`src/rtl/led_status_if.sv`:
```
// Bundle of LED driver control inputs (val/mode/bright/load) and LED outputs.
// The master drives the pattern and strobe; the slave returns the LED state.
interface led_status_if #(
    parameter int WIDTH    = 6,
    parameter int PWM_BITS = 4
);
    logic [WIDTH-1:0]    val;
    logic [1:0]          mode;
    logic [PWM_BITS-1:0] bright;
    logic                load;
    logic [WIDTH-1:0]    led;
    logic                blink_phase;

    modport master (
        output val, mode, bright, load,
        input  led, blink_phase
    );

    modport slave (
        input  val, mode, bright, load,
        output led, blink_phase
    );
endinterface

```
`src/rtl/led_status_driver.sv`:
```
// Registered front-panel LED driver: off, static, blinking or PWM-dimmed pattern.
// Optional LED_BREATHE_EN replaces the DIM brightness with a triangle ramp.
module led_status_driver #(
    parameter int WIDTH    = 6,
    parameter int CLK_HZ   = 100_000_000,
    parameter int BLINK_HZ = 2,
    parameter int PWM_BITS = 4
) (
    input  logic          clk,
    input  logic          rst,
    led_status_if.slave   bus
);
    typedef enum logic [1:0] {
        MODE_OFF    = 2'b00,
        MODE_STATIC = 2'b01,
        MODE_BLINK  = 2'b10,
        MODE_DIM    = 2'b11
    } mode_t;

    localparam int HALF  = CLK_HZ / (2 * BLINK_HZ);
    localparam int CNT_W = (HALF > 1) ? $clog2(HALF) : 1;
    localparam logic [CNT_W-1:0]    CNT_LAST   = CNT_W'(HALF - 1);
    localparam logic [PWM_BITS-1:0] BRIGHT_MAX = '1;

    generate
        if (HALF < 1) begin : g_half_check
            $error("led_status_driver: CLK_HZ/(2*BLINK_HZ) must be at least 1");
        end
    endgenerate

    logic [WIDTH-1:0]    val_reg, val_next;
    mode_t               mode_reg, mode_next;
    logic [PWM_BITS-1:0] bright_reg, bright_next;
    logic [CNT_W-1:0]    cnt_reg, cnt_next;
    logic                phase_reg, phase_next;
    logic [PWM_BITS-1:0] pwm_cnt_reg, pwm_cnt_next;
    logic [WIDTH-1:0]    led_reg, led_next;
    logic [PWM_BITS-1:0] duty_level;
    logic                wrap;
    logic                blink_start;
    logic                pwm_on;
    logic                lit;

    always_comb begin
        wrap        = (cnt_reg == CNT_LAST);
        blink_start = bus.load && (mode_t'(bus.mode) == MODE_BLINK) && (mode_reg != MODE_BLINK);

        val_next    = val_reg;
        mode_next   = mode_reg;
        bright_next = bright_reg;
        if (bus.load) begin
            val_next    = bus.val;
            mode_next   = mode_t'(bus.mode);
            bright_next = bus.bright;
        end

        cnt_next   = wrap ? '0 : cnt_reg + 1'b1;
        phase_next = wrap ? ~phase_reg : phase_reg;
        // Entering BLINK restarts the half-period so the pattern shows first.
        if (blink_start) begin
            cnt_next   = '0;
            phase_next = 1'b1;
        end

        pwm_cnt_next = pwm_cnt_reg + 1'b1;
        pwm_on       = (duty_level == BRIGHT_MAX) || (pwm_cnt_reg < duty_level);

        lit = 1'b0;
        case (mode_reg)
            MODE_OFF:    lit = 1'b0;
            MODE_STATIC: lit = 1'b1;
            MODE_BLINK:  lit = phase_reg;
            MODE_DIM:    lit = pwm_on;
            default:     lit = 1'b0;
        endcase
    end

    genvar gi;
    generate
        for (gi = 0; gi < WIDTH; gi++) begin : g_led_bit
            assign led_next[gi] = lit & val_reg[gi];
        end
    endgenerate

    always_ff @(posedge clk) begin
        if (rst) begin
            val_reg     <= '0;
            mode_reg    <= MODE_OFF;
            bright_reg  <= '0;
            cnt_reg     <= '0;
            phase_reg   <= 1'b0;
            pwm_cnt_reg <= '0;
            led_reg     <= '0;
        end else begin
            val_reg     <= val_next;
            mode_reg    <= mode_next;
            bright_reg  <= bright_next;
            cnt_reg     <= cnt_next;
            phase_reg   <= phase_next;
            pwm_cnt_reg <= pwm_cnt_next;
            led_reg     <= led_next;
        end
    end

`ifdef LED_BREATHE_EN
    logic [PWM_BITS-1:0] ramp_reg, ramp_next;
    logic                ramp_up_reg, ramp_up_next;

    // Triangle ramp: one step per prescaler wrap, turning at all-ones and zero.
    always_comb begin
        ramp_next    = ramp_reg;
        ramp_up_next = ramp_up_reg;
        if (wrap) begin
            if (ramp_up_reg) begin
                if (ramp_reg == BRIGHT_MAX) begin
                    ramp_up_next = 1'b0;
                    ramp_next    = ramp_reg - 1'b1;
                end else begin
                    ramp_next = ramp_reg + 1'b1;
                end
            end else begin
                if (ramp_reg == '0) begin
                    ramp_up_next = 1'b1;
                    ramp_next    = ramp_reg + 1'b1;
                end else begin
                    ramp_next = ramp_reg - 1'b1;
                end
            end
        end
        if (bus.load && (mode_t'(bus.mode) == MODE_DIM)) begin
            ramp_next    = '0;
            ramp_up_next = 1'b1;
        end
    end

    always_ff @(posedge clk) begin
        if (rst) begin
            ramp_reg    <= '0;
            ramp_up_reg <= 1'b1;
        end else begin
            ramp_reg    <= ramp_next;
            ramp_up_reg <= ramp_up_next;
        end
    end

    assign duty_level = ramp_reg;
`else
    assign duty_level = bright_reg;
`endif

    assign bus.led         = led_reg;
    assign bus.blink_phase = phase_reg;
endmodule
```
`src/flat_wrapper.sv`:
```
// flat-port wrapper written by rule: the top's interface ports become plain ports
module led_status_driver_flat 
#(
    parameter int WIDTH    = 6,
    parameter int CLK_HZ   = 100_000_000,
    parameter int BLINK_HZ = 2,
    parameter int PWM_BITS = 4
)
  (clk, rst, bus_val, bus_mode, bus_bright, bus_load, bus_led, bus_blink_phase);
  led_status_if #(.WIDTH(WIDTH), .PWM_BITS(PWM_BITS)) bus_i ();
  input  logic clk;
  input  logic rst;
  input wire logic [$bits(bus_i.val)-1:0] bus_val;
  input wire logic [$bits(bus_i.mode)-1:0] bus_mode;
  input wire logic [$bits(bus_i.bright)-1:0] bus_bright;
  input wire logic [$bits(bus_i.load)-1:0] bus_load;
  output wire logic [$bits(bus_i.led)-1:0] bus_led;
  output wire logic [$bits(bus_i.blink_phase)-1:0] bus_blink_phase;
  assign bus_i.val = bus_val;
  assign bus_i.mode = bus_mode;
  assign bus_i.bright = bus_bright;
  assign bus_i.load = bus_load;
  assign bus_led = bus_i.led;
  assign bus_blink_phase = bus_i.blink_phase;
  led_status_driver #(.WIDTH(WIDTH), .CLK_HZ(CLK_HZ), .BLINK_HZ(BLINK_HZ), .PWM_BITS(PWM_BITS)) u_core (.clk(clk), .rst(rst), .bus(bus_i));
endmodule
```
`config.mk`:
```
export PLATFORM = sky130hd
export DESIGN_NAME = led_status_driver_flat
export DESIGN_NICKNAME = d
export VERILOG_FILES = /design/src/rtl/led_status_if.sv /design/src/rtl/led_status_driver.sv /design/src/flat_wrapper.sv
export SDC_FILE = /design/constraint.sdc
export NUM_CORES = 1
export LEC_CHECK = 0
export ABC_CLOCK_PERIOD_IN_PS = 3700
export BUFFER_PORTS_ARGS = -buffer_cell sky130_fd_sc_hd__buf_4
export CAP_MARGIN = 20
export CORE_MARGIN = 2
export CORE_UTILIZATION = 62
export CTS_CLUSTER_DIAMETER = 40
export DETAILED_ROUTE_END_ITERATION = 10
export PLACE_DENSITY_LB_ADDON = 0.05
export SYNTH_ARGS = -nofsm -noshare
export SYNTH_HDL_FRONTEND = slang
export SYNTH_SLANG_ARGS = --single-unit
```
`constraint.sdc`:
```
create_clock -name clk -period 3.7 [get_ports clk]
set_input_delay 0.37 -clock clk [delete_from_list [all_inputs] [get_ports clk]]
set_output_delay 0.37 -clock clk [all_outputs]
set_load 0.02 [all_outputs]
```
==> flow_metrics.py <==
metrics = {
    "layout": {
        "antenna_cells": 0,
        "largest_reg_flops": 25,
        "finalCoreUtilization_pct": 71.6,
        "drive_gt1_share_pct": 13.8,
        "fin_nets": 272,
        "syn2layout_area_growth_pct": 12.6,
    },
    "timing": {
        "fin_crit_ps": 2320,
        "maxSlewViolCount": 0,
        "min_period_over_period_pct": 62.6,
        "max_freq_mhz": 432,
        "rsz0062_at_grt": "no",
        "worstMarginPinSlew_ps": 1000,
        "hold_violations": 0,
        "clock_skew_ps": 15.3,
        "finalSetupViolCount": 0,
        "tns_ps": 0,
        "maxSlewHeadroom_pct": 33.3,
    },
    "power_and_ir_drop": {
        "power_frac_comb_pct": 6.6,
        "switchingPower_w": 0.000220,
        "power_frac_seq_pct": 54.5,
        "ir_drop_v": 0.000282,
        "power_density_mw_per_mm2": 420,
        "intPower_w": 0.000775,
        "power_leakage_nw": 0.869,
        "clock_power_share_pct": 38.9,
        "swShare_pct": 22.1,
    },
    "place": {
        "numPortBuffers": 21,
        "dp_hpwl_mm": 2.57,
        "gp_congestion": 0.790,
    },
    "global_route": {
        "grt_use_total_pct": 21.6,
        "antenna_found_initial": 0,
        "grt_overflow": 0,
        "grt_pass1_vias": 1570,
        "grt_pass1_wl_mm": 6.82,
        "grt_max_degree": 26,
    },
    "status": {
        "status": "finished, final reports clean",
    },
    "cts": {
        "clock_path_buffers": 2,
        "post_cts_resized": 0,
        "clk_latency_ps": 380,
        "cts_tree": "yes",
        "h-tree-depth": 2,
        "post_cts_buffers": 0,
        "cts_sinks": 48,
        "holdBufCountCts": 0,
        "cts-root-buf": "clkbuf_4",
        "cts-buffers-inserted": 5,
        "path_clk_slew_ps": 150,
    },
    "floorplan": {
        "die_area_sq_mm": 0.00388,
        "io_pins": 22,
        "coreArea_sq_mm": 0.00331,
        "die_h_microns": 62.3,
        "start_util_pct": 63.6,
        "core.rowCount": 21,
        "die_x_microns": 62.3,
    },
    "detailed_routing": {
        "routed_wl_mm": 3.81,
        "drcViolationCount": 0,
        "num_vias": 1682,
        "wl_per_cell_microns": 12.7,
        "drt_iter0_drc": 110,
        "dr.pass1.iters": 4,
        "drtAntennaViolNets": 0,
        "via_per_inst": 5.63,
    },
    "worst_setup_path": {
        "worst-path-buf-inv": 0,
        "slowest_stage": "o21ai_2",
        "max_stage_delay_ps": 790,
        "cp-end-kind": "flop",
        "path_cells": "or4_1, or3_1, o21ai_2, nor2_1",
        "r2r_start": "u_core.cnt_reg[10]",
        "arrival_ps": 2540,
        "critPathKind": "flop to flop",
        "cp_data_required_time_ps": 3930,
        "cp_top_family": "simple AND/OR/NAND/NOR gates",
        "worst-path-max-fanout": 25,
        "reg2reg_slack_ps": 1380,
        "r2r-end": "u_core.cnt_reg[7]",
        "worstRegToRegCells": 4,
        "start_kind": "flop",
    },
    "hold_path": {
        "hold_path_class": "primary input to flop",
        "hold_depth": 3,
        "min_to": "u_core.val_reg[1]",
        "hold_path.startpoint": "bus_val[1]",
    },
    "logic_synthesis": {
        "synth.distinct_cells": 37,
        "yosysTopAreaCell": "dfxtp_1",
        "synth.cell_area_sq_mm": 0.00211,
        "synth-async-reset-ratio_pct": 0,
        "synthTopCellsByArea": "dfxtp_1, nor2_1, mux2i_1, a21oi_1, xnor2_1",
        "syn_inst": 236,
        "yosysSeqAreaShare_pct": 45.6,
        "synth_nets": 256,
        "synth-edff-count": 0,
        "avgSynthCellArea_sq_um": 8.92,
        "ys_ff_latch": 48,
        "synth_common_cells": "dfxtp_1, nor2_1, a21oi_1",
        "synth_top_area_share_pct": 45.6,
        "ys.warnings.count": 0,
        "synth.most_common_cell": "dfxtp_1",
        "ys.flop_type": "dfxtp_1",
    },
    "job": {
        "drv_cap": 0,
    },
}
==> power by group through the flow <==
stage	logic [W]	clock network (W)	registers, W
final	0.0000657	0.000387	0.000543
after CTS	0.0000663	0.000393	0.000543
after global routing	0.0000761	0.000413	0.000545
after detailed placement	0.0000661	0	0.000554
after global placement	0.0000648	0	0.000553
after floorplan	0.0000430	0	0.000553
==> through the flow <==
| stage | std cells | instance area (sq um) | power, W | hold slack, ps | setup slack (ps) |
|---|---|---|---|---|---|
| 6_report | 299 | 2370 | 0.000995 | 213 | 1380 |
| 3_3_place_gp | 291 | 2260 | 0.000618 | 419 | 1470 |
| 5_1_grt | 299 | 2370 | 0.00103 | 206 | 1170 |
| 2_1_floorplan | 236 | 2110 | 0.000596 | 411 | 1870 |
| 4_1_cts | 299 | 2370 | 0.00100 | 206 | 1400 |
| 3_5_place_dp | 291 | 2260 | 0.000620 | 418 | 1420 |
==> worst max path at each step <==
stage	startpoint	slack [ps]	cells past startpoint	to
6_report	u_core.cnt_reg[10]	1380	4	u_core.cnt_reg[7]
5_1_grt	u_core.cnt_reg[10]	1170	4	u_core.cnt_reg[2]
4_1_cts	u_core.cnt_reg[10]	1400	4	u_core.cnt_reg[7]
3_5_place_dp	u_core.cnt_reg[10]	1420	4	u_core.cnt_reg[7]
3_3_place_gp	u_core.cnt_reg[10]	1470	4	u_core.cnt_reg[2]
2_1_floorplan	u_core.cnt_reg[9]	1870	6	u_core.cnt_reg[23]
==> cells by family (layout without fill, tap and decap cells) <==
group,after synthesis,after routing,share of synthesized area [%]
and+or+nand+nor,102,102,25.7
DFF,48,48,45.6
AOI/OAI and AO/OA,38,38,10.9
buffers and inverters,18,35,3.74
xor gates and xnor gates,14,14,5.82
muxes,11,11,5.23
adders and majority gates,5,5,2.97
==> routing by layer <==
layer | track usage, % | share of wire [%] | up-vias
met2 | 37.5 | 47 | 36
met5 | 0 | 0 | -
li1 | - | - | 877
met1 | 26.0 | 46 | 762
met4 | 7.50 | 1.7 | 0
met3 | 5.62 | 5.1 | 7
==> layout make-up <==
cell class | count | area, sq um
Inverter | 6 | 22.5
Sequential cell | 48 | 961
Fill cell | 250 | 940
Timing Repair Buffer | 21 | 158
Clock inverter | 3 | 68.8
Tap cell | 46 | 57.6
Clock buffer | 5 | 37.5
Multi-Input combinational cell | 170 | 1070
==> tightest hold or removal path, delay by kind of cell <==
family	cells	cell delay, ps
multiplexers	1	50
buffers and inverters	1	70
AND/OR/NAND/NOR	1	70
==> layout by cell type, fill, tap and decap left out, drive strengths merged, types with 2 or more instances in the layout <==
cell,netlist,final
a21oi,20,20
a31oi,2,2
and2,2,2
and3,2,2
buf,6,21
bufinv,0,2
clkbuf,6,5
dfxtp,48,48
ha,5,5
inv,6,7
mux2i,11,11
nand2,16,16
nand2b,2,2
nand3,14,14
nand4,8,8
nor2,30,30
nor2b,3,3
nor3,2,2
nor4,3,3
o21ai,5,5
o31ai,6,6
o41ai,3,3
or3,5,5
or4,8,8
or4b,2,2
xnor2,8,8
xor2,6,6
No activity file was read; power rests on OpenSTA's default activity.
